## config.mk

```make
export PLATFORM = sky130hd
export DESIGN_NAME = wb_stage_flat
export DESIGN_NICKNAME = d
export VERILOG_FILES = /design/src/rtl/wb_pkg.sv /design/src/rtl/wb_stage_if.sv /design/src/rtl/wb_stage_mem_wb_reg.sv /design/src/rtl/wb_stage.sv /design/src/flat_wrapper.sv
export SDC_FILE = /design/constraint.sdc
export NUM_CORES = 1
export LEC_CHECK = 0
export ABC_AREA = 1
export CAP_MARGIN = 15
export CORE_MARGIN = 3
export CORE_UTILIZATION = 25
export DETAILED_ROUTE_END_ITERATION = 16
export GPL_TIMING_DRIVEN = 0
export SETUP_SLACK_MARGIN = 0.2
export SYNTH_ARGS = -nofsm -noshare
export SYNTH_HDL_FRONTEND = slang
export SYNTH_SLANG_ARGS = --single-unit
export TNS_END_PERCENT = 20
```

## constraint.sdc

```tcl
create_clock -name clk -period 3.77 [get_ports clk]
set_input_delay 0.9425 -clock clk [delete_from_list [all_inputs] [get_ports clk]]
set_output_delay 0.9425 -clock clk [all_outputs]
set_load 0.05 [all_outputs]
```

## src/rtl/wb_pkg.sv

```systemverilog
`default_nettype none
// +--------------------------------------------------------------------------+
// | Package     : wb_pkg                                                     |
// | Description : Shared types and constants for the write-back stage:       |
// |               FSM state encoding, load opcode, default datapath widths   |
// |               and the hard-wired zero register index.                    |
// | Revision    : 1.0  initial release                                       |
// +--------------------------------------------------------------------------+
package wb_pkg;

   typedef enum logic [1:0] {
      IDLE     = 2'd0,
      WAIT_MEM = 2'd1,
      COMMIT   = 2'd2
   } wb_state_t;

   localparam logic [5:0] OPC_LW     = 6'b100011;
   localparam int         DEF_DATA_W = 32;
   localparam int         DEF_ADDR_W = 5;
   localparam int         REG_ZERO   = 0;

endpackage
`default_nettype wire

```

## src/rtl/wb_stage_if.sv

```systemverilog
`default_nettype none
// +--------------------------------------------------------------------------+
// | Interface   : wb_stage_if                                                |
// | Description : EX/DM -> WB hand-off bundle plus the data-memory read      |
// |               return and the stall back to the upstream stages.          |
// |   master : drives ex_dm_* and dm_rdata/dm_rvalid, receives wb_stall      |
// |   slave  : the write-back stage                                          |
// | Revision    : 1.0  initial release                                       |
// +--------------------------------------------------------------------------+
interface wb_stage_if
   import wb_pkg::*;
#(
   parameter int DATA_W = DEF_DATA_W,
   parameter int ADDR_W = DEF_ADDR_W
);
   logic              ex_dm_valid;
   logic [31:0]       ex_dm_inst;
   logic [DATA_W-1:0] ex_dm_alu_result;
   logic [ADDR_W-1:0] ex_dm_wb_addr;
   logic              ex_dm_w_enable;
   logic              ex_dm_wb_mux_ctrl;
   logic [DATA_W-1:0] dm_rdata;
   logic              dm_rvalid;
   logic              wb_stall;

   modport master (
      output ex_dm_valid, ex_dm_inst, ex_dm_alu_result, ex_dm_wb_addr,
             ex_dm_w_enable, ex_dm_wb_mux_ctrl, dm_rdata, dm_rvalid,
      input  wb_stall
   );

   modport slave (
      input  ex_dm_valid, ex_dm_inst, ex_dm_alu_result, ex_dm_wb_addr,
             ex_dm_w_enable, ex_dm_wb_mux_ctrl, dm_rdata, dm_rvalid,
      output wb_stall
   );
endinterface
`default_nettype wire

```

## src/rtl/wb_stage_mem_wb_reg.sv

```systemverilog
`default_nettype none
// +--------------------------------------------------------------------------+
// | Module      : mem_wb_reg                                                 |
// | Description : MEM/WB pipeline register. When i_en is high the valid bit  |
// |               follows i_valid and the payload is loaded for valid ops.   |
// |               i_clear drops the held op (valid only), overriding i_en.   |
// |   clk, rst_n        : clock, async active-low reset                      |
// |   i_en, i_clear     : capture enable, discard held op                    |
// |   i_* / o_*         : valid, inst, alu_result, wb_addr, w_enable, mux    |
// | Revision    : 1.0  initial release                                       |
// +--------------------------------------------------------------------------+
module mem_wb_reg
   import wb_pkg::*;
#(
   parameter int DATA_W = DEF_DATA_W,
   parameter int ADDR_W = DEF_ADDR_W
) (
   input  wire logic              clk,
   input  wire logic              rst_n,
   input  wire logic              i_en,
   input  wire logic              i_clear,
   input  wire logic              i_valid,
   input  wire logic [31:0]       i_inst,
   input  wire logic [DATA_W-1:0] i_alu_result,
   input  wire logic [ADDR_W-1:0] i_wb_addr,
   input  wire logic              i_w_enable,
   input  wire logic              i_wb_mux_ctrl,
   output logic                   o_valid,
   output logic [31:0]            o_inst,
   output logic [DATA_W-1:0]      o_alu_result,
   output logic [ADDR_W-1:0]      o_wb_addr,
   output logic                   o_w_enable,
   output logic                   o_wb_mux_ctrl
);
   logic              r_valid;
   logic [31:0]       r_inst;
   logic [DATA_W-1:0] r_alu_result;
   logic [ADDR_W-1:0] r_wb_addr;
   logic              r_w_enable;
   logic              r_wb_mux_ctrl;

   always_ff @(posedge clk or negedge rst_n) begin
      if (!rst_n) begin
         r_valid       <= 1'b0;
         r_inst        <= '0;
         r_alu_result  <= '0;
         r_wb_addr     <= '0;
         r_w_enable    <= 1'b0;
         r_wb_mux_ctrl <= 1'b0;
      end else if (i_clear) begin
         r_valid <= 1'b0;
      end else if (i_en) begin
         r_valid <= i_valid;
         if (i_valid) begin
            r_inst        <= i_inst;
            r_alu_result  <= i_alu_result;
            r_wb_addr     <= i_wb_addr;
            r_w_enable    <= i_w_enable;
            r_wb_mux_ctrl <= i_wb_mux_ctrl;
         end
      end
   end

   assign o_valid       = r_valid;
   assign o_inst        = r_inst;
   assign o_alu_result  = r_alu_result;
   assign o_wb_addr     = r_wb_addr;
   assign o_w_enable    = r_w_enable;
   assign o_wb_mux_ctrl = r_wb_mux_ctrl;
endmodule
`default_nettype wire

```

## src/rtl/wb_stage.sv

```systemverilog
`default_nettype none
// +--------------------------------------------------------------------------+
// | Module      : wb_stage                                                   |
// | Description : Write-back end of the 5-stage pipeline. Holds MEM/WB,      |
// |               selects ALU result or load data, drives the register-file  |
// |               write port, stalls upstream during multi-cycle loads and   |
// |               exports forwarding data and a retire counter.              |
// |   clk, rst_n      : clock, async active-low reset                        |
// |   bus (slave)     : EX/DM op, data-memory return, wb_stall               |
// |   wd_addr/wd_data/rd_w_enable : register-file write port                 |
// |   dm_wb_inst      : held instruction (0 when empty)                      |
// |   fwd_wb_*        : forwarding source                                    |
// |   retired_count   : committed-op counter (wraps)                         |
// |   err_mem_timeout : sticky load-timeout flag                             |
// | Revision    : 1.0  initial release                                       |
// +--------------------------------------------------------------------------+
module wb_stage
   import wb_pkg::*;
#(
   parameter int DATA_W      = DEF_DATA_W,
   parameter int ADDR_W      = DEF_ADDR_W,
   parameter int MEM_TIMEOUT = 15,
   parameter int CNT_W       = 32
) (
   input  wire logic     clk,
   input  wire logic     rst_n,
   wb_stage_if.slave     bus,
   output logic [ADDR_W-1:0] wd_addr,
   output logic [DATA_W-1:0] wd_data,
   output logic              rd_w_enable,
   output logic [31:0]       dm_wb_inst,
   output logic              fwd_wb_valid,
   output logic [ADDR_W-1:0] fwd_wb_addr,
   output logic [DATA_W-1:0] fwd_wb_data,
   output logic [CNT_W-1:0]  retired_count,
   output logic              err_mem_timeout
);
   localparam int c_WAIT_W = $clog2(MEM_TIMEOUT + 1);

   wb_state_t         r_state;
   wb_state_t         w_state_nxt;
   logic              w_stall;
   logic              w_commit;
   logic              w_timeout;
   logic              w_slot_open;
   logic              w_load_latch;
   logic              w_addr_nz;
   logic [DATA_W-1:0] w_wd_data;

   logic              r_wb_valid;
   logic [31:0]       r_inst;
   logic [DATA_W-1:0] r_alu_result;
   logic [ADDR_W-1:0] r_wb_addr;
   logic              r_w_enable;
   logic              r_wb_mux_ctrl;
   logic [DATA_W-1:0] r_load_data;
   logic [c_WAIT_W-1:0] r_wait_cnt;
   logic [CNT_W-1:0]  r_retired;
   logic              r_err;

   // MEM/WB accepts a new op in every state except WAIT_MEM, so COMMIT
   // can overlap the next capture.
   assign w_slot_open = (r_state != WAIT_MEM);

   // Last WAIT_MEM cycle without a read return.
   assign w_timeout = (r_state == WAIT_MEM) && !bus.dm_rvalid &&
                      (r_wait_cnt == c_WAIT_W'(MEM_TIMEOUT - 1));

   mem_wb_reg #(
      .DATA_W (DATA_W),
      .ADDR_W (ADDR_W)
   ) u_mem_wb_reg (
      .clk           (clk),
      .rst_n         (rst_n),
      .i_en          (w_slot_open),
      .i_clear       (w_timeout),
      .i_valid       (bus.ex_dm_valid),
      .i_inst        (bus.ex_dm_inst),
      .i_alu_result  (bus.ex_dm_alu_result),
      .i_wb_addr     (bus.ex_dm_wb_addr),
      .i_w_enable    (bus.ex_dm_w_enable),
      .i_wb_mux_ctrl (bus.ex_dm_wb_mux_ctrl),
      .o_valid       (r_wb_valid),
      .o_inst        (r_inst),
      .o_alu_result  (r_alu_result),
      .o_wb_addr     (r_wb_addr),
      .o_w_enable    (r_w_enable),
      .o_wb_mux_ctrl (r_wb_mux_ctrl)
   );

   always_ff @(posedge clk or negedge rst_n) begin
      if (!rst_n) r_state <= IDLE;
      else        r_state <= w_state_nxt;
   end

   always_comb begin
      w_state_nxt = r_state;
      w_stall     = 1'b0;
      w_commit    = 1'b0;
      case (r_state)
         IDLE, COMMIT: begin
            w_commit = r_wb_valid;
            // A load whose data is not returned in the capture cycle waits.
            if (bus.ex_dm_valid && bus.ex_dm_wb_mux_ctrl && !bus.dm_rvalid)
               w_state_nxt = WAIT_MEM;
            else
               w_state_nxt = IDLE;
         end
         WAIT_MEM: begin
            w_stall = 1'b1;
            if (bus.dm_rvalid)  w_state_nxt = COMMIT;
            else if (w_timeout) w_state_nxt = IDLE;
         end
         default: w_state_nxt = IDLE;
      endcase
   end

   // Load data is taken either alongside the op (same-cycle return) or
   // while waiting; a return with nothing pending is ignored.
   assign w_load_latch = bus.dm_rvalid &&
                         ((r_state == WAIT_MEM) ||
                          (bus.ex_dm_valid && bus.ex_dm_wb_mux_ctrl));

   always_ff @(posedge clk or negedge rst_n) begin
      if (!rst_n) begin
         r_load_data <= '0;
         r_wait_cnt  <= '0;
         r_retired   <= '0;
         r_err       <= 1'b0;
      end else begin
         if (w_load_latch)
            r_load_data <= bus.dm_rdata;
         if (r_state == WAIT_MEM)
            r_wait_cnt <= r_wait_cnt + c_WAIT_W'(1);
         else
            r_wait_cnt <= '0;
         if (w_commit)
            r_retired <= r_retired + CNT_W'(1);
         if (w_timeout)
            r_err <= 1'b1;
      end
   end

   assign w_addr_nz = (r_wb_addr != ADDR_W'(REG_ZERO));
   assign w_wd_data = r_wb_mux_ctrl ? r_load_data : r_alu_result;

   assign bus.wb_stall     = w_stall;
   assign wd_addr          = r_wb_addr;
   assign wd_data          = w_wd_data;
   assign rd_w_enable      = w_commit && r_w_enable && w_addr_nz;
   assign dm_wb_inst       = r_wb_valid ? r_inst : 32'd0;
   assign fwd_wb_valid     = r_wb_valid && r_w_enable && w_addr_nz && (r_state != WAIT_MEM);
   assign fwd_wb_addr      = r_wb_addr;
   assign fwd_wb_data      = w_wd_data;
   assign retired_count    = r_retired;
   assign err_mem_timeout  = r_err;
endmodule
`default_nettype wire

```

## src/flat_wrapper.sv

```systemverilog
// flat-port wrapper written by rule: the top's interface ports become plain ports
module wb_stage_flat import wb_pkg::*;
#(
   parameter int DATA_W      = DEF_DATA_W,
   parameter int ADDR_W      = DEF_ADDR_W,
   parameter int MEM_TIMEOUT = 15,
   parameter int CNT_W       = 32
)
  (clk, rst_n, wd_addr, wd_data, rd_w_enable, dm_wb_inst, fwd_wb_valid, fwd_wb_addr, fwd_wb_data, retired_count, err_mem_timeout, bus_ex_dm_valid, bus_ex_dm_inst, bus_ex_dm_alu_result, bus_ex_dm_wb_addr, bus_ex_dm_w_enable, bus_ex_dm_wb_mux_ctrl, bus_dm_rdata, bus_dm_rvalid, bus_wb_stall);
  wb_stage_if #(.DATA_W(DATA_W), .ADDR_W(ADDR_W)) bus_i ();
  input  wire logic clk;
  input  wire logic rst_n;
  output logic [ADDR_W-1:0] wd_addr;
  output logic [DATA_W-1:0] wd_data;
  output logic rd_w_enable;
  output logic [31:0] dm_wb_inst;
  output logic fwd_wb_valid;
  output logic [ADDR_W-1:0] fwd_wb_addr;
  output logic [DATA_W-1:0] fwd_wb_data;
  output logic [CNT_W-1:0] retired_count;
  output logic err_mem_timeout;
  input wire logic [$bits(bus_i.ex_dm_valid)-1:0] bus_ex_dm_valid;
  input wire logic [$bits(bus_i.ex_dm_inst)-1:0] bus_ex_dm_inst;
  input wire logic [$bits(bus_i.ex_dm_alu_result)-1:0] bus_ex_dm_alu_result;
  input wire logic [$bits(bus_i.ex_dm_wb_addr)-1:0] bus_ex_dm_wb_addr;
  input wire logic [$bits(bus_i.ex_dm_w_enable)-1:0] bus_ex_dm_w_enable;
  input wire logic [$bits(bus_i.ex_dm_wb_mux_ctrl)-1:0] bus_ex_dm_wb_mux_ctrl;
  input wire logic [$bits(bus_i.dm_rdata)-1:0] bus_dm_rdata;
  input wire logic [$bits(bus_i.dm_rvalid)-1:0] bus_dm_rvalid;
  output wire logic [$bits(bus_i.wb_stall)-1:0] bus_wb_stall;
  assign bus_i.ex_dm_valid = bus_ex_dm_valid;
  assign bus_i.ex_dm_inst = bus_ex_dm_inst;
  assign bus_i.ex_dm_alu_result = bus_ex_dm_alu_result;
  assign bus_i.ex_dm_wb_addr = bus_ex_dm_wb_addr;
  assign bus_i.ex_dm_w_enable = bus_ex_dm_w_enable;
  assign bus_i.ex_dm_wb_mux_ctrl = bus_ex_dm_wb_mux_ctrl;
  assign bus_i.dm_rdata = bus_dm_rdata;
  assign bus_i.dm_rvalid = bus_dm_rvalid;
  assign bus_wb_stall = bus_i.wb_stall;
  wb_stage #(.DATA_W(DATA_W), .ADDR_W(ADDR_W), .MEM_TIMEOUT(MEM_TIMEOUT), .CNT_W(CNT_W)) u_core (.clk(clk), .rst_n(rst_n), .bus(bus_i), .wd_addr(wd_addr), .wd_data(wd_data), .rd_w_enable(rd_w_enable), .dm_wb_inst(dm_wb_inst), .fwd_wb_valid(fwd_wb_valid), .fwd_wb_addr(fwd_wb_addr), .fwd_wb_data(fwd_wb_data), .retired_count(retired_count), .err_mem_timeout(err_mem_timeout));
endmodule
```

==> summary.log, run 1 <==
INFO  pwr            ir_drop=308.7uV
INFO  cts            clockBufferDepth=2
INFO  sta            max_freq=287.7MHz
INFO  die            die-width=171.1um
INFO  die            die_h=171.1um
INFO  synth          syn_inst=866
INFO  cells_and_area fillers=2,751
INFO  pwr            clock_power_share=0.309
INFO  cts            cts_buffers=17
INFO  synth          post_synth_instance_area=6818um2
INFO  cts            cts_setup_buffers=0
INFO  route          vias=6,268
INFO  pwr            switching_share=0.3832
INFO  pwr            p_seq_frac=0.325
INFO  sta            worst-slew-pin-transition=697.6ps
INFO  pwr            leakagePower=0.005356uW
INFO  sta            timing.final.crit_period=3475ps
INFO  synth          syn_nets=976
INFO  synth          synth_area_leaders=dfrtp_1, nand2_1, inv_1
INFO  pwr            power.density=556.0nW/um2
INFO  cells_and_area layout-drive-gt1-share=0.09590
INFO  synth          netlist_top_cells_count=nand2_1, dfrtp_1, inv_1
INFO  cts            cts.root.buffer_cell=clkbuf_16
INFO  cts            hold_buffers=0
INFO  synth          synth_cell_type_count=26
INFO  cells_and_area fin_nets=1,244
INFO  placement      gp_routability_congestion=0.8553
INFO  pwr            netSwitchingPower=2213uW
INFO  die            top_level_ports=249
INFO  sta            hold_slack=478.1ps
INFO  sta            rsz0062_at_grt=true
INFO  cts            cts_tree=built
INFO  setup_path     worst_setup_path_end_kind=primary output
INFO  setup_path     timing.setup.critical_path_class=flip-flop to primary output
INFO  placement      pre_cts_ws=323.9ps
INFO  die            core_region_area=26,430um2
INFO  global_routing grt_first_pass_wirelength=35.06mm
INFO  synth          yosys.area.top_type=dfrtp_1
INFO  cells_and_area multi_input_comb_area=2419um2
INFO  cts            cts.htree.levels=4
INFO  sta            maxSlewViolCount=0
INFO  global_routing grt_antenna_before_repair=0
INFO  cts            worst_skew_pair_later_pin_latency=420ps
INFO  global_routing maximum_number_of_pins_on_one_net_before_global_route_repair=75
INFO  setup_path     worst_setup_path_startpoint=u_core.u_mem_wb_reg.o_wb_mux_ctrl$_DFFE_PN0P_
INFO  run            reported_max_cap_violation_count=0
INFO  synth          synth-main-ff-cell=dfrtp_1
INFO  route          dr.pass1.iters=4
INFO  route          drt_drc_violations_left=0
INFO  global_routing grt_remaining_overflow=0
INFO  cts            path_clk_slew=60ps
INFO  pwr            internal_power=3562uW
INFO  setup_path     worstPathRequired=2830ps
INFO  synth          synth_enable_flop_cells=0
INFO  outcome        status=completed
INFO  placement      post_dp_cell_area=9748um2
INFO  sta            timing_hold_violations_final=0
INFO  setup_path     r2r-start=u_core.retired_count[0]$_DFFE_PN0P_
INFO  sta            clock-skew-final=13.72ps
INFO  cells_and_area antenna_cells=0
INFO  route          drt-initial-drc-count=328
INFO  route          route.antenna.remaining_nets=0
INFO  die            rows=59
INFO  synth          yosysWarningCount=0
INFO  die            die_area=29,290um2
INFO  sta            worst_slack=294.6ps
INFO  route          detail_route.vias_per_cell=4.229
INFO  setup_path     worst-endpoint-arrival=2530ps
INFO  route          route.detailed.wl_per_inst=14.71um
INFO  synth          synth_async_sr_flop_share=1.000
INFO  placement      place.detailed.hpwl=16.09mm
INFO  setup_path     worstSetupStartpointType=flip-flop
INFO  synth          post-synth-top-area-fraction=0.5249
INFO  setup_path     worst-path-max-fanout=10
INFO  global_routing via_count_of_the_first_global_routing_pass=6,438
INFO  synth          post_synth.cell_area_avg=7.873um2
INFO  worst_hold_path min_path_type=flip-flop to flip-flop
INFO  sta            timing.final.crit_share=0.9218
INFO  worst_hold_path hold_start=u_core.u_mem_wb_reg.o_inst[30]$_DFFE_PN0P_
INFO  cts            cts.sink_count=143
INFO  synth          yosysSeqAreaShare=0.5249
INFO  setup_path     r2r_slack=2060ps
INFO  route          finalWirelength=21.80mm
INFO  synth          synth-seq-cells=143
INFO  synth          most_frequent_cell_after_synthesis=nand2_1
INFO  placement      io_buffers=248
INFO  cells_and_area post-route-cell-area=10,390um2
INFO  sta            setup_viol=0
INFO  die            initial_core_utilization=0.2580
INFO  cells_and_area area_growth_syn_to_layout=52.36%
INFO  sta            slew_headroom=0.5349
INFO  global_routing global_route.usage.total=0.1523
INFO  pwr            comb_power_share=0.366
INFO  cells_and_area ff_latch_area=3578um2
INFO  pwr            fin_total_pwr=5775uW
==> flip-flops by register name, summed over array words and instances (netlist names) <==
register and cells:
u_core.r_load_data 32, u_core.u_mem_wb_reg.o_wb_mux_ctrl 1, u_core.u_mem_wb_reg.o_w_enable 1, u_core.r_wait_cnt 4, u_core.u_mem_wb_reg.o_inst 32, u_core.u_mem_wb_reg.o_wb_addr 5
u_core.r_state 2, u_core.err_mem_timeout 1, u_core.retired_count 32, u_core.u_mem_wb_reg.o_alu_result 32, u_core.u_mem_wb_reg.o_valid 1
==> power by group through the flow <==
stage / clock [uW] / combinational (uW) / sequential (uW)
3_3_place_gp: 0 / 2140 / 1900
2_1_floorplan: 0 / 1260 / 2010
5_1_grt: 1910 / 2260 / 1910
6_report: 1790 / 2110 / 1880
4_1_cts: 1850 / 2140 / 1880
3_5_place_dp: 0 / 2150 / 1900
==> repair_timing <==
| action | in CTS | in global routing |
|---|---|---|
| gates resized for setup | 17 | 14 |
| hold endpoints to repair | 0 | 0 |
| endpoints found under the setup margin | 64 | 60 |
==> cell families after synthesis <==
| logic type | count (synthesis) | share of synthesized area |
|---|---|---|
| flip-flops | 143 | 0.5249 |
| buffers and inverters | 174 | 0.1204 |
| AND/OR/NAND/NOR | 454 | 0.2668 |
| adder cells (fa/ha/maj) | 3 | 0.005506 |
| XOR/XNOR | 23 | 0.02955 |
| AO/OA/AOI/OAI | 69 | 0.05285 |
==> worst max-delay path: stages (launching register included) <==
cell             delay (ps)
dfrtp_1                 350
inv_1                    60
clkbuf_2                230
clkbuf_2                280
nand2_1                  80
o21ai_0                 140
buf_4                   170
clkdlybuf4s50_1         790
==> final timing paths <==
kind / to / cells past startpoint
worst min register to register: u_core.u_mem_wb_reg.o_inst[30]$_DFFE_PN0P_ / 2
worst min-delay path: u_core.u_mem_wb_reg.o_inst[30]$_DFFE_PN0P_ / 2
max in group asynchronous: u_core.retired_count[19]$_DFFE_PN0P_ / 2
min in group asynchronous: u_core.u_mem_wb_reg.o_inst[3]$_DFFE_PN0P_ / 1
worst max register to register: u_core.retired_count[24]$_DFFE_PN0P_ / 8
worst max-delay path: wd_data[31] / 7
==> placed cells by master, fill, tap and decap left out, types with 10 or more instances in the layout <==
cell,synthesis,final
nand3_1,29,29
dfrtp_1,143,143
inv_1,104,104
nor2_1,33,33
xnor2_1,10,10
dlygate4sd2_1,0,12
o21ai_0,36,36
xor2_1,13,13
clkbuf_16,0,17
clkdlybuf4s50_1,0,223
buf_4,38,38
o21ai_1,30,30
dlymetal6s2s_1,0,12
buf_2,20,20
nand2_1,366,366
==> final cells by class <==
type,count,share of cell area
buffer,68,0.04144
clock buffer,21,0.04433
clock inverter,11,0.01506
inverter,106,0.03830
multi-input combinational,549,0.2328
sequential,143,0.3445
tap,335,0.04035
timing repair buffer,249,0.2432
==> layer usage <==
metal	wire length [um]	up-vias	global-route usage	share of wire
li1	-	3125	-	-
met1	9847	2926	0.1999	0.45
met2	10140	202	0.2472	0.46
met3	1599	15	0.04968	0.073
met4	221	0	0.03219	0.010
met5	0	-	0	0
==> stage by stage <==
| stage | std cells | utilization | setup TNS (ps) |
|---|---|---|---|
| after floorplan | 866 | - | 0 |
| after global placement | 1449 | 0.3678 | -648220 |
| after detailed placement | 1450 | 0.3689 | 0 |
| after CTS | 1482 | 0.3919 | 0 |
| after global routing | 1482 | 0.3931 | 0 |
| final | 1482 | 0.3931 | 0 |
No activity file was read; power rests on OpenSTA's default activity.
==> inputs of run 2 (changes only) <==
- clock period: 3.77 -> 4.3 ns (I/O delays scaled with it)
==> run 2 against run 1 <==
  * Cell area fell by 0.21%
  * Clock-buffer cell count is the same
  * Total power shrank 12%
  * Combinational power decreased by 11%
  * Critical path type unchanged
==> summary.log, run 2 (synthesis gave the netlist of run 1 again) <==
INFO  worst_hold_path min_path_type=flip-flop to flip-flop [unchanged]
INFO  sta            slew_headroom=0.5349 [about the same]
INFO  cts            path_clk_slew=60ps [about the same]
INFO  outcome        status=completed [unchanged]
INFO  setup_path     critical_path.slowest_cell=clkdlybuf4s50_1 [unchanged]
INFO  cts            clockBufferDepth=2 [unchanged]
INFO  route          finalWirelength=21.82mm [was 21.80 mm]
INFO  cells_and_area antenna_cells=0 [unchanged]
INFO  setup_path     worstSetupStartpointType=flip-flop [unchanged]
INFO  die            die_h=171.1um [unchanged]
INFO  cts            cts.sink_count=143 [unchanged]
INFO  cts            worst_skew_pair_later_pin_latency=420ps [about the same]
INFO  cells_and_area fin_util=0.3922 [was 0.3931]
INFO  sta            timing.final.crit_period=3959ps
INFO  cts            hold_buffers=0 [unchanged]
INFO  setup_path     r2r-start=u_core.retired_count[0]$_DFFE_PN0P_ [unchanged]
INFO  cts            cts.root.buffer_cell=clkbuf_16 [unchanged]
INFO  die            initial_core_utilization=0.2580 [unchanged]
INFO  global_routing grt_antenna_before_repair=0 [unchanged]
INFO  sta            clock-skew-final=15.76ps [was 13.72 ps]
INFO  die            die-width=171.1um [unchanged]
INFO  cts            cts_tree=built [unchanged]
INFO  route          route.antenna.remaining_nets=0 [unchanged]
INFO  setup_path     worst-path-max-fanout=10 [unchanged]
INFO  setup_path     worst_setup_path_startpoint=u_core.u_mem_wb_reg.o_wb_mux_ctrl$_DFFE_PN0P_ [unchanged]
INFO  pwr            power.density=490.5nW/um2 [was 556.0 nW/um2]
INFO  setup_path     r2r_slack=2590ps [was 2060 ps]
INFO  pwr            ir_drop=270.6uV [was 308.7 uV]
INFO  sta            timing_hold_violations_final=0 [unchanged]
INFO  run            reported_max_cap_violation_count=0 [unchanged]
INFO  route          drt-initial-drc-count=375 [was 328]
INFO  setup_path     worst-endpoint-arrival=2880ps [was 2530 ps]
INFO  sta            fin_tns_setup=0ps [unchanged]
INFO  sta            hold_slack=478.1ps [about the same]
INFO  global_routing global_route.usage.total=0.1524 [was 0.1523]
INFO  setup_path     worst_setup_path_end_kind=primary output [unchanged]
INFO  die            die_area=29,290um2 [unchanged]
INFO  cells_and_area multi_input_comb_area=2419um2 [unchanged]
INFO  cells_and_area layout-drive-gt1-share=0.09154 [was 0.09590]
INFO  setup_path     timing.critical_path.cells=inv_1 > clkbuf_1 > clkbuf_1 > nand2_1 > o21ai_0 > buf_4 > clkdlybuf4s50_1 [was inv_1 > clkbuf_2 > clkbuf_2 > nand2_1 > o21ai_0 > buf_4 > clkdlybuf4s50_1]
INFO  setup_path     r2r-end=u_core.retired_count[24]$_DFFE_PN0P_ [unchanged]
INFO  cells_and_area fillers=2,745 [was 2,751]
INFO  global_routing grt_first_pass_wirelength=35.09mm [was 35.06 mm]
INFO  placement      io_buffers=248 [unchanged]
INFO  placement      place.detailed.hpwl=16.09mm [unchanged]
INFO  cts            cts_buffers=17 [unchanged]
INFO  die            top_level_ports=249 [unchanged]
INFO  setup_path     timing.setup.critical_path_class=flip-flop to primary output [unchanged]
INFO  setup_path     worstPathRequired=3220ps [was 2830 ps]
INFO  setup_path     crit_path_frequent_cell=clkbuf_1 [was clkbuf_2]
INFO  route          vias=6,296 [was 6,268]
INFO  route          dr.pass1.iters=5 [was 4]
INFO  route          drt_drc_violations_left=0 [unchanged]
INFO  cells_and_area leading_cell_types_in_the_layout_fill_and_taps_excluded=nand2_1, clkdlybuf4s50_1, dfrtp_1 [unchanged]
INFO  cells_and_area ff_latch_area=3578um2 [unchanged]
INFO  setup_path     cp_slowest_stage_delay=790ps [about the same]
INFO  global_routing via_count_of_the_first_global_routing_pass=6,442 [was 6,438]
INFO  sta            setup_viol=0 [unchanged]
INFO  sta            maxSlewViolCount=0 [unchanged]
INFO  global_routing maximum_number_of_pins_on_one_net_before_global_route_repair=75 [unchanged]
INFO  cells_and_area area_growth_syn_to_layout=52.05% [was 52.36%]
INFO  global_routing grt_remaining_overflow=0 [unchanged]
INFO  sta            worst-slew-pin-transition=697.7ps [was 697.6 ps]
INFO  sta            rsz0062_at_grt=true [unchanged]
INFO  pwr            leakagePower=0.005169uW [was 0.005356 uW]
INFO  sta            timing.final.crit_share=0.9206
INFO  pwr            fin_total_pwr=5085uW [was 5775 uW]
INFO  sta            max_freq=252.6MHz
INFO  cells_and_area mostFrequentLayoutCell=nand2_1 [unchanged]
INFO  cells_and_area fin_nets=1,244 [unchanged]
INFO  placement      gp_routability_congestion=0.8553 [unchanged]
INFO  setup_path     worstSetupEndpoint=wd_data[21] [was wd_data[31]]
INFO  route          detail_route.vias_per_cell=4.248 [was 4.229]
INFO  cts            cts.htree.levels=4 [unchanged]
INFO  setup_path     reg2regPathDepth=8 [unchanged]
INFO  die            core_region_area=26,430um2 [unchanged]
INFO  route          route.detailed.wl_per_inst=14.72um [was 14.71 um]
INFO  die            rows=59 [unchanged]
run 2: cell types whose count changed in the layout (fill, tap and decap cells not counted):
cell | previous run | this run
clkbuf_1 | 6 | 11
clkbuf_2 | 6 | 1
clkdlybuf4s50_1 | 223 | 247
dlygate4sd2_1 | 12 | 0
dlymetal6s2s_1 | 12 | 0
run 2: layout make-up:
cell class                      instances  area share
Timing Repair Buffer                  249      0.2422
Inverter                              106     0.03838
Tap cell                              335     0.04043
Clock inverter                         11     0.01509
Multi-Input combinational cell        549      0.2333
Buffer                                 68     0.04092
Sequential cell                       143      0.3452
Clock buffer                           21     0.04442
run 2: per-stage QoR:
| step | instances | setup slack (ps) | instance area [um2] |
|---|---|---|---|
| 2_1_floorplan | 866 | 974.9 | 6818 |
| 3_3_place_gp | 1449 | -4153 | 9719 |
| 3_5_place_dp | 1450 | 721.4 | 9748 |
| 4_1_cts | 1482 | 223.6 | 10360 |
| 5_1_grt | 1482 | 122.8 | 10370 |
| 6_report | 1482 | 341.4 | 10370 |
run 2: repair_timing:
item / CTS / global route
resized for setup: 0 / 2
endpoints found under the setup margin: 0 / 29
buffers inserted: 0 / 0
run 2: worst min path at each step:
stage               slack, ps                                          endpoint  cells after the start                                              from
floorplan                 450   u_core.u_mem_wb_reg.o_alu_result[0]$_DFFE_PN0P_                      2   u_core.u_mem_wb_reg.o_alu_result[0]$_DFFE_PN0P_
global placement          450                u_core.err_mem_timeout$_DFFE_PN0P_                      2                u_core.err_mem_timeout$_DFFE_PN0P_
detailed placement        460                u_core.err_mem_timeout$_DFFE_PN0P_                      2                u_core.err_mem_timeout$_DFFE_PN0P_
CTS                       480  u_core.u_mem_wb_reg.o_alu_result[14]$_DFFE_PN0P_                      2  u_core.u_mem_wb_reg.o_alu_result[14]$_DFFE_PN0P_
global route              500  u_core.u_mem_wb_reg.o_alu_result[14]$_DFFE_PN0P_                      2  u_core.u_mem_wb_reg.o_alu_result[14]$_DFFE_PN0P_
finish                    480        u_core.u_mem_wb_reg.o_inst[30]$_DFFE_PN0P_                      2        u_core.u_mem_wb_reg.o_inst[30]$_DFFE_PN0P_
run 2: routing by layer:
metal	global-route usage	part of all wire	up-vias
li1	-	-	3123
met1	0.2001	0.45	2950
met2	0.2472	0.47	209
met3	0.04968	0.071	14
met4	0.03219	0.0087	0
met5	0	0	-
run 2: power by group:
group          internal, uW  switching, uW  leakage, uW
registers              1530            115      0.00180
clock network           952            615     0.000290
logic                   659           1210      0.00308
total                  3140           1940      0.00517
run 2: critical path: cells and delay by family (launching register included):
| family | cells | cell delay, ps |
|---|---|---|
| AO/OA/AOI/OAI | 1 | 180 |
| buffers and inverters | 5 | 1850 |
| flip-flops | 1 | 350 |
| AND/OR/NAND/NOR | 1 | 80 |
==> patch 1 (flow settings as in run 1) <==
Encoding of `wb_state_t`: now one-hot (3 bits for 3 states).
--- a/src/rtl/wb_pkg.sv
+++ b/src/rtl/wb_pkg.sv
@@ -8,10 +8,10 @@
 // +--------------------------------------------------------------------------+
 package wb_pkg;
 
-   typedef enum logic [1:0] {
-      IDLE     = 2'd0,
-      WAIT_MEM = 2'd1,
-      COMMIT   = 2'd2
+   typedef enum logic [2:0] {
+      IDLE     = 3'b001,
+      WAIT_MEM = 3'b010,
+      COMMIT   = 3'b100
    } wb_state_t;
 
    localparam logic [5:0] OPC_LW     = 6'b100011;
Formal check against the unedited RTL: no difference found for any inputs over 4 cycles, from zero or initial values and one cycle with rst_n low; so few cycles prove little.
==> patch 1 against run 1 <==
Non-clock buffer count rose by 2; synthesized cell count up 4.7%; worst setup slack lost 1.7 ps; total power is 10% lower; area after synthesis is 3.0% higher; wire length grew 1.5%; sequential power fell by 4%; highest routed layer is now met5; count of clock-buffer cells in the layout shrank 4; combinational power is 24% lower; clock skew is 1.6 ps lower; sequential cell count up 1; design area is 2.4% higher.
==> patch 1: results (changes against run 1) <==
Run status
  • Outcome: completed

Synthesis
  • XOR/XNOR share of the synthesized area: 2.46% (-0.50 points)
  • Top post-synthesis cells by area: dfrtp_1 (51%), nand2_1 (21%), inv_1 (5.8%)
  • Mapped Nets: 1017 (+4.2%)
  • Sequential share of the synthesized area: 51.3% (-1.2 points)
  • Count of different cell masters after synthesis: 28 (+7.7%)
  • Mean Syn Cell Area: 7.75 um^2 (-1.6%)
  • Top cells by count, synth: nand2_1 (386), dfrtp_1 (143), inv_1 (109)

Route
  • Routed len/inst: 14.2 um (-3.6%)
  • Highest routed metal layer: met5
  • Met3 wire length: 1290 um (-19%)
  • Via density: 4.12 (-2.7%)
  • Via count: 6421 (+2.4%)

Hold path
  • Hold Path Origin: u_core.err_mem_timeout

Global routing
  • Met1 usage: 18.9% (-1.1 points)
  • Global-route wire length before repair: 35800 um (+2.1%)
  • Largest net degree at the start of global routing: 86 (+15%)
  • Global routing usage on met2: 25.1% (+0.37 points)
  • Vias in the first global route: 6593 (+2.4%)

Placement
  • Area after DPL: 10000 um^2 (+2.6%)
  • DP Worst Slack: 324 ps (+0.474 ps)
  • GPL Wtd Cong: 0.800 (-6.5%)
  • Cells after DPL: 1528 (+5.4%)

Timing
  • Hold_ws: 471 ps (-7.37 ps)
  • Clock Skews: 12.1 ps (-1.65 ps)

Critical path
  • R2R Path End: u_core.u_mem_wb_reg.o_inst[18]
  • Reg-to-reg startpoint: u_core.r_state[0]
  • R2R cell count: 7 (-1)
-- patch 1: power by group through the flow --
stage | clock network (mW) | logic, mW | registers (mW)
after global placement | 0 | 1.62 | 1.83
final | 1.79 | 1.60 | 1.80
after global routing | 1.90 | 1.72 | 1.83
after CTS | 1.84 | 1.63 | 1.81
after floorplan | 0 | 0.904 | 1.94
after detailed placement | 0 | 1.63 | 1.83
-- patch 1: layout make-up --
type | count | area [um^2]
clock inverter | 15 | 184
multi-input combinational | 583 | 2550
buffer | 70 | 460
inverter | 110 | 413
clock buffer | 17 | 425
timing repair buffer | 249 | 2530
sequential | 144 | 3600
tap | 372 | 465
fill | 2790 | 16600
-- patch 1: worst max path at each step --
stage / endpoint / slack, ps
after floorplan: wd_data[30] / 580
after global placement: u_core.u_mem_wb_reg.o_inst[26] / -4590
after detailed placement: wd_data[25] / 320
after CTS: wd_data[25] / 20
after global routing: wd_data[10] / 130
final: wd_data[20] / 290
==> patch 2 (settings of run 1) <==
Made on the original files. Change the package constant `DEF_DATA_W` from 32 to 36.
--- a/src/rtl/wb_pkg.sv
+++ b/src/rtl/wb_pkg.sv
@@ -15,7 +15,7 @@
    } wb_state_t;
 
    localparam logic [5:0] OPC_LW     = 6'b100011;
-   localparam int         DEF_DATA_W = 32;
+   localparam int         DEF_DATA_W = 36;
    localparam int         DEF_ADDR_W = 5;
    localparam int         REG_ZERO   = 0;
 
Interface: changed (resized bus_dm_rdata, bus_ex_dm_alu_result, fwd_wb_data and wd_data); port bits go from 249 to 265. The function was not compared with the original's and may differ.
==> patch 2 against run 1 <==
Critical path type unchanged; wire length rose by 3.6%; worst setup slack barely moved; register-to-register slack improved by 120 ps; design area up 5.6%; die area increased by 5.9%; utilization shrank 0.34 points; sequential share of layout area barely moved; sequential cell count is 8 higher; total power is 4.0% higher; non-clock buffer count rose by 23; area after synthesis rose by 6.1%; global-route usage fell by 0.29 points.
==> patch 2: results (changes against run 1) <==
Pwr
  • Sw power: 2.42 mW (+9.1%)
  • Sequential power share: 32.9% (+0.4 points)

Synthesis
  • XOR/XNOR share of the synthesized area: 2.78% (-0.17 points)
  • Mapped Nets: 1020 (+4.5%)
  • Sequential share of the synthesized area: 52.2% (-0.26 points)
  • Count of different cell masters after synthesis: 29 (+12%)
  • Mean Syn Cell Area: 8.02 um^2 (+1.9%)
  • Post-Synth Adder-Cell Area: 0.519% (-0.032 points)
  • Top post-synthesis cells by area: dfrtp_1 (52%), nand2_1 (20%), inv_1 (5.3%)
  • Top cells by count, synth: nand2_1 (384), dfrtp_1 (151), inv_1 (103)

Placement
  • Post-DP HPWL: 16900 um (+4.8%)
  • Cells after DPL: 1545 (+6.6%)
  • Area after DPL: 10400 um^2 (+6.5%)
  • Number of port buffers: 264 (+6.5%)
  • DP Worst Slack: 432 ps (+108 ps)

Final layout
  • Filler cells: 2854 (+3.7%)
  • Layout area overhead: 51.7%
  • Layout Nets: 1304 (+4.8%)

Global routing
  • All-Layer GR Usage: 14.9% (-0.29 points)
  • Global-route wire length before repair: 36700 um (+4.5%)
  • Global routing usage on met2: 24.8% (+0.047 points)
  • Met1 usage: 19.5% (-0.47 points)

Route
  • Via count: 6471 (+3.2%)
  • DR iter-0 viols: 327 (-0.30%)
  • WL met1: 10200 um (+3.7%)
  • Met3 wire length: 1440 um (-10%)
  • Wire length on met2: 10800 um (+6.7%)

Run status
  • Outcome: completed

Timing
  • Worst slew pin tran: 594 ps (-104 ps)
  • Clock Skews: 9.89 ps (-3.82 ps)

Hold path
  • Worst Hold Class: input port to async pin
==> patch 2: layout make-up <==
cell class / instances / share of cell area [%]
flip-flops and latches: 151 / 34.4
clock buffers: 17 / 3.88
clock inverters: 15 / 1.41
repair buffers: 265 / 24.4
multi-input cells: 571 / 23.6
inverters: 105 / 3.59
well taps: 378 / 4.31
plain buffers: 75 / 4.32
==> patch 2: path summary, 6_finish.rpt <==
| kind | startpoint | to | slack [ps] | cells past startpoint |
|---|---|---|---|---|
| worst min register to register | u_core.err_mem_timeout | u_core.err_mem_timeout | 470 | 2 |
| min in group clk | u_core.err_mem_timeout | u_core.err_mem_timeout | 470 | 2 |
| worst min-delay path | rst_n | u_core.r_load_data[11] | 470 | 1 |
| worst max-delay path | u_core.u_mem_wb_reg.o_wb_mux_ctrl | wd_data[35] | 300 | 6 |
| worst max register to register | u_core.r_state[1] | u_core.u_mem_wb_reg.o_inst[28] | 2180 | 7 |
| max in group asynchronous | rst_n | u_core.u_mem_wb_reg.o_inst[7] | 2480 | 2 |
